<file path="config.mk">
export PLATFORM = sky130hd
export DESIGN_NAME = comb_gate_bist4
export DESIGN_NICKNAME = d
export VERILOG_FILES = /design/src/rtl/comb_gate_bist4.sv
export SDC_FILE = /design/constraint.sdc
export NUM_CORES = 1
export LEC_CHECK = 0
export BUFFER_PORTS_ARGS = -buffer_cell sky130_fd_sc_hd__buf_2
export CORE_AREA = 2 2 70 72
export DETAILED_ROUTE_END_ITERATION = 7
export DIE_AREA = 0 0 72 74
export GPL_ROUTABILITY_DRIVEN = 0
export GPL_TIMING_DRIVEN = 0
export HOLD_SLACK_MARGIN = 0.02
export PLACE_DENSITY = 0.63
export SETUP_SLACK_MARGIN = 0.3
export SLEW_MARGIN = 10
export SYNTH_ARGS = -nofsm -noshare
export SYNTH_HDL_FRONTEND = slang
export SYNTH_SLANG_ARGS = --single-unit
</file>
<file path="constraint.sdc">
create_clock -name clk -period 1.65 [get_ports clk]
set_input_delay 0.0825 -clock clk [delete_from_list [all_inputs] [get_ports clk]]
set_output_delay 0.0825 -clock clk [all_outputs]
set_load 0.02 [all_outputs]
</file>
<file path="src/rtl/comb_gate_bist4.sv">
// rtl/comb_gate_bist4.sv - sequential BIST driver/checker for a 4-input 1-output gate block
// Optional MISR signature compiled in with `define COMB_BIST_MISR_EN.
module comb_gate_bist4 #(
  parameter logic [15:0] EXPECTED_TT = 16'h111F,
  parameter int unsigned SETTLE      = 1
) (
  input  logic        clk,
  input  logic        reset,
  input  logic        start,
  output logic        busy,
  output logic        done,
  output logic [3:0]  pattern,
  input  logic        dut_out,
  output logic [4:0]  err_count,
  output logic [15:0] fail_map,
  output logic        pass,
  output logic [15:0] signature
);

  typedef enum logic [1:0] {
    IDLE = 2'd0,
    RUN  = 2'd1,
    DONE = 2'd2
  } state_t;

  localparam logic [3:0] SETTLE_RELOAD = 4'(SETTLE);

  state_t     state;
  logic [3:0] settle_cnt;
  logic       mismatch;
  logic [4:0] err_next;

  // Compare the gate response with the truth table entry for the current pattern.
  always_comb begin
    mismatch = (dut_out != EXPECTED_TT[pattern]);
    err_next = err_count + {4'b0000, mismatch};
  end

`ifdef COMB_BIST_MISR_EN
  logic [15:0] misr_next;

  // CRC-16 (0x1021) style MISR step folding the sampled gate output into bit 0.
  always_comb begin
    misr_next = {signature[14:0], 1'b0} ^ (signature[15] ? 16'h1021 : 16'h0000)
                ^ {15'b0, dut_out};
  end
`else
  assign signature = 16'h0000;
`endif

  // Sweep controller: one settle window per pattern, sample on its last edge.
  always_ff @(posedge clk) begin
    if (!reset) begin
      state      <= IDLE;
      settle_cnt <= 4'd0;
      pattern    <= 4'd0;
      busy       <= 1'b0;
      done       <= 1'b0;
      err_count  <= 5'd0;
      fail_map   <= 16'h0000;
      pass       <= 1'b0;
`ifdef COMB_BIST_MISR_EN
      signature  <= 16'h0000;
`endif
    end else begin
      case (state)
        IDLE: begin
          done <= 1'b0;
          if (start) begin
            state      <= RUN;
            pattern    <= 4'd0;
            settle_cnt <= SETTLE_RELOAD;
            busy       <= 1'b1;
            err_count  <= 5'd0;
            fail_map   <= 16'h0000;
            pass       <= 1'b0;
`ifdef COMB_BIST_MISR_EN
            signature  <= 16'h0000;
`endif
          end
        end
        RUN: begin
          if (settle_cnt != 4'd0) begin
            settle_cnt <= settle_cnt - 4'd1;
          end else begin
            if (mismatch) begin
              fail_map[pattern] <= 1'b1;
            end
            err_count <= err_next;
`ifdef COMB_BIST_MISR_EN
            signature <= misr_next;
`endif
            if (pattern != 4'hF) begin
              pattern    <= pattern + 4'd1;
              settle_cnt <= SETTLE_RELOAD;
            end else begin
              // Final pattern: pass must include this last sample, so use err_next.
              state   <= DONE;
              busy    <= 1'b0;
              pattern <= 4'd0;
              done    <= 1'b1;
              pass    <= (err_next == 5'd0);
            end
          end
        end
        DONE: begin
          done  <= 1'b0;
          state <= IDLE;
        end
        default: begin
          state <= IDLE;
        end
      endcase
    end
  end

endmodule
</file>
== Word-level counts from Yosys, hierarchy flattened ==
Memories as Yosys holds them, arrays and structs flattened. A register that Yosys moved wholly into a read port is not among the register bits.
Index checks and enable logic that the tools add are counted.

* Add/sub/neg operators: 3
* Magnitude comparators: 2
* Equal/unequal tests: 9
* Multiplexer cells: 35
* Bitwise gates (word level): 1
* Reduce and logical (&&, ||, !) cells: 13

{| class="wikitable"
|+ Operators with widths
! cell !! count
|-
| two-way mux 16 bit || 3
|-
| two-way mux 4 bit || 8
|-
| one-hot mux 16 bit (2 select lines) || 1
|-
| OR 16 bit || 1
|-
| one-hot mux 4 bit (2 select lines) || 2
|-
| AND reduction 3 bit || 4
|-
| two-way mux 1 bit || 10
|-
| two-way mux 5 bit || 2
|-
| one-hot mux 5 bit (2 select lines) || 1
|-
| inequality test 2 bit, second input constant || 4
|-
| AND reduction 4 bit || 2
|-
| two-way mux 2 bit || 3
|-
| one-hot mux 1 bit (2 select lines) || 3
|-
| adder 5 x 1 -> 5 bit || 1
|-
| logical NOT 5 bit || 1
|-
| < comparator 4 x 5 -> 1 bit, second input constant || 1
|-
| adder 4 x 1 -> 4 bit, second input constant || 1
|-
| demux 1 bit (select 4 bit) || 1
|-
| greater-or-equal comparator 4 x 1 -> 1 bit, second input constant || 1
|-
| inequality test 4 bit, second input constant || 1
|-
| one-hot mux 2 bit (2 select lines) || 1
|-
| nonzero test 2 bit || 2
|-
| nonzero test 4 bit || 1
|-
| subtractor 4 x 1 -> 4 bit, second input constant || 1
|-
| other kinds (7) || 7
|}

* Bits in registers: 34
* Bits in read-only memories: 16
* Output and inout bits: 44
* Memories: 1

{| class="wikitable"
|+ Memories
! name !! depth !! bits a word !! read ports !! clocked after memory_dff !! wr ports !! line !! RTL
|-
| (no name shown) || 16 || 1 || 1 || 1 || 0 || 35 || <nowiki>mismatch = (dut_out != EXPECTED_TT[pattern]);</nowiki>
|}

== Depth between registers and ports, before layout ==
* Depth in word-level cells: 8
* Gate-level depth with buffers: 8
* Depth with buffers taken out: 8

== Worst setup path before layout ==
No wires, ideal clock.

* Path type: register to register
* Start: reg settle_cnt[0]
* End: reg (tool-made name)
* Arrival: 1,615 ps
* Setup slack: -107 ps
* Stages on the path, launching flop included: 7
* Clock period less this slack: 1,757 ps
* Cell sequence: dfxtp_1 -> inv_1 -> ha_1 -> or3b_4 -> or4_1 -> nand3_1 -> o221ai_1

{| class="wikitable"
|+ RTL lines
! item !! line !! RTL
|-
| from (decl) || 29 || <nowiki>logic [3:0] settle_cnt;</nowiki>
|-
| from (signal assigned) || 84 || <nowiki>settle_cnt <= settle_cnt - 4'd1;</nowiki>
|}

== Worst setup path after layout ==
* Start: reg settle_cnt[1]
* End: reg pattern[1]

* Word-level cells in the longest chain between the ends: 3

{| class="wikitable"
|+ RTL lines
! item !! line !! RTL
|-
| nonzero test 4 bit || 83 || <nowiki>if (settle_cnt != 4'd0) begin</nowiki>
|-
| inequality test 2 bit (no line) || -- ||
|-
| AND reduction 3 bit (no line) || -- ||
|-
| to (signal assigned) || 94 || <nowiki>pattern <= pattern + 4'd1;</nowiki>
|-
| to (decl) || 12 || <nowiki>output logic [3:0] pattern,</nowiki>
|}

No other way between the ends.
A chain may end at the register's enable or synchronous reset.

==> impl_metrics.env <==
export IMPL_finalClockSkew_ps=5.01
export IMPL_final_util_pct=54.6
export IMPL_cp_max_fo=4
export IMPL_netlist_area_leader_share_pct=41.9
export IMPL_fmax_ghz=0.574
export IMPL_overflow=0
export IMPL_critPathMaxStageDelay_ps=390
export IMPL_synthFlopType="dfxtp_1"
export IMPL_clk_pin_slew_worst_paths_ps=70
export IMPL_synth_most_common_cell="dfxtp_1"
export IMPL_pin_count=48
export IMPL_core_um2=4600
export IMPL_crit_chain="inv_2, ha_4, or3b_4, buf_12, and3_4, a221o_1, and2_1"
export IMPL_place_area_um2=2020
export IMPL_io_buffers=31
export IMPL_ys_async_sr_fraction_pct=0
export IMPL_timing_final_max_slew_violations=0
export IMPL_yosys_warnings=0
export IMPL_die_area_um2=5330
export IMPL_finalCritPeriodShare_pct=106
export IMPL_pre_cts_ws_ps=-136
export IMPL_grt_total_usage_pct=16.3
export IMPL_die_w_um=72
export IMPL_ant_nets=0
export IMPL_start_util_pct=36.4
export IMPL_post_route_cell_area_um2=2510
export IMPL_rsz0062_at_grt="yes"
export IMPL_setup_violations_final=3
export IMPL_synth_edf_count=0
export IMPL_hold_class="in2reg"
export IMPL_ys_top_cells_by_count="35 x dfxtp_1, 27 x nor2_1, 16 x buf_4"
export IMPL_end_kind="register"
export IMPL_crit_buf_inv=2
export IMPL_drv_cap=0
export IMPL_synth_area_top_cells="dfxtp_1 42%, buf_4 7.2%, nor2_1 6.1%"
export IMPL_cts_htree_levels=2
export IMPL_finalHoldViolCount=0
export IMPL_rows=25
export IMPL_area_growth_pct=50.3
export IMPL_die_height_um=74
export IMPL_vias=1573
export IMPL_tightest_slew_ps=522
export IMPL_p_leak_nw=1.11
export IMPL_n_antenna_cell=0
export IMPL_grt_max_degree=12
export IMPL_drc=0
export IMPL_synth_seq_area_share_pct=41.9
export IMPL_setup_slack_ps=-91.6
export IMPL_path_delay_family="simple AND/OR/NAND/NOR gates"
export IMPL_required_ps=1840
export IMPL_fin_setup_tns_ps=-134
export IMPL_dp_hpwl_um=2750
export IMPL_power_density_nw_per_um2=860
export IMPL_nets=277
export IMPL_syn_avg_cell_area_um2=8.62
export IMPL_grt_pass1_wl_um=6720
export IMPL_numCtsBuffers=5
export IMPL_cp_slowest_cell="or3b_4"
export IMPL_drt_total_wl_um=4140
export IMPL_status="finished with violations"
export IMPL_synthCells=194
export IMPL_worst_skew_pair_late_latency_ps=290
export IMPL_violations="negative setup slack"
export IMPL_critPathKind="reg2reg"
export IMPL_cts_tree="built"
export IMPL_wl_per_cell_um=12.9
export IMPL_grt_pass1_vias=1442
export IMPL_arrival_ps=1930
export IMPL_drt_iter0_drc=64
export IMPL_cts_sinks=35
export IMPL_detail_route_first_pass_iterations=4
export IMPL_ys_ff_latch=35
export IMPL_root_buffer="clkbuf_8"
export IMPL_min_period_ps=1740
export IMPL_ir_drop_mv=0.578
export IMPL_maxSlewHeadroom_pct=65.2
export IMPL_yosys_area_top_type="dfxtp_1"
export IMPL_grt_antenna_before_repair=0
export IMPL_yosysUniqueCellTypes=41
export IMPL_drive_above_1_share_pct=47.0
export IMPL_start_kind="register"
export IMPL_clockBufferDepth=2
export IMPL_via_per_inst=4.92
export IMPL_syn_area_um2=1670
tightest hold or removal path: cells and delay by family:
family	cells	cell delay (ps)
buffers and inverters	1	110
muxes	1	80
and+or+nand+nor	1	90
area by class of cell:
cell class,instances,area (um^2)
multi-input combinational,143,1080
timing repair buffer,49,322
sequential,35,714
fill,421,2090
clock buffer,7,97.6
inverter,8,30.0
tap,54,67.6
buffer,23,174
clock inverter,1,30.0
power by group:
group | internal (W) | switching [W]
sequential | 0.000862 | 0.0000217
combinational | 0.000197 | 0.000219
clock | 0.000543 | 0.000318
total | 0.00160 | 0.000559
cell families (layout without fill, tap and decap cells):
group | Yosys count | in the layout | synth area share (%)
AOI/OAI and AO/OA | 50 | 50 | 19.2
xor gates and xnor gates | 2 | 2 | 1.05
adders and majority gates | 8 | 8 | 5.99
buffers and inverters | 31 | 88 | 10.7
DFF | 35 | 35 | 41.9
muxes | 1 | 1 | 0.599
other | 1 | 16 | 0.224
and+or+nand+nor | 66 | 66 | 20.4
sequential cells by signal, indices dropped and copies added (netlist names), named ones only:
signal	cells
pass	1
busy	1
state	2
fail_map	16
err_count	5
settle_cnt	4
pattern	4
done	1
cell usage in the layout (no fill, tap or decap), types with 5 or more instances in the layout:
cell	instances
a21oi_1	8
a31oi_1	13
buf_2	32
buf_4	29
buf_6	6
clkbuf_8	5
conb_1	16
dfxtp_1	28
dfxtp_2	5
inv_1	6
nand3_1	5
nor2_1	26
layer usage:
metal / routed length (um) / share of wire (%) / global-route usage (%)
met5: 0 / 0 / 0
met4: 82 / 2.0 / 9.01
met3: 217 / 5.2 / 4.47
met2: 1900 / 46 / 25.9
met1: 1930 / 47 / 20.0
through the flow:
step           hold WS [ps]  cells  total power [W]
6_report                114    320          0.00216
5_1_grt                 141    320          0.00224
4_1_cts                93.5    314          0.00214
3_5_place_dp            407    294          0.00117
3_3_place_gp            401    294          0.00117
2_1_floorplan           260    209          0.00111
repair_timing:
action | in CTS | in global routing
setup buffers | 12 | 6
endpoints found under the setup margin | 34 | 35
hold buffers | 0 | 0
resized for setup | 35 | 19
pin swaps | 7 | 5
path summary, 6_finish.rpt:
path            startpoint            to  slack (ps)  cells past startpoint
min reg2reg   fail_map[14]  fail_map[14]         460                      2
max reg2reg  settle_cnt[1]    pattern[1]         -90                      7
max          settle_cnt[1]    pattern[1]         -90                      7
min                  reset    pattern[2]         110                      3
No activity file was read; power rests on OpenSTA's default activity.
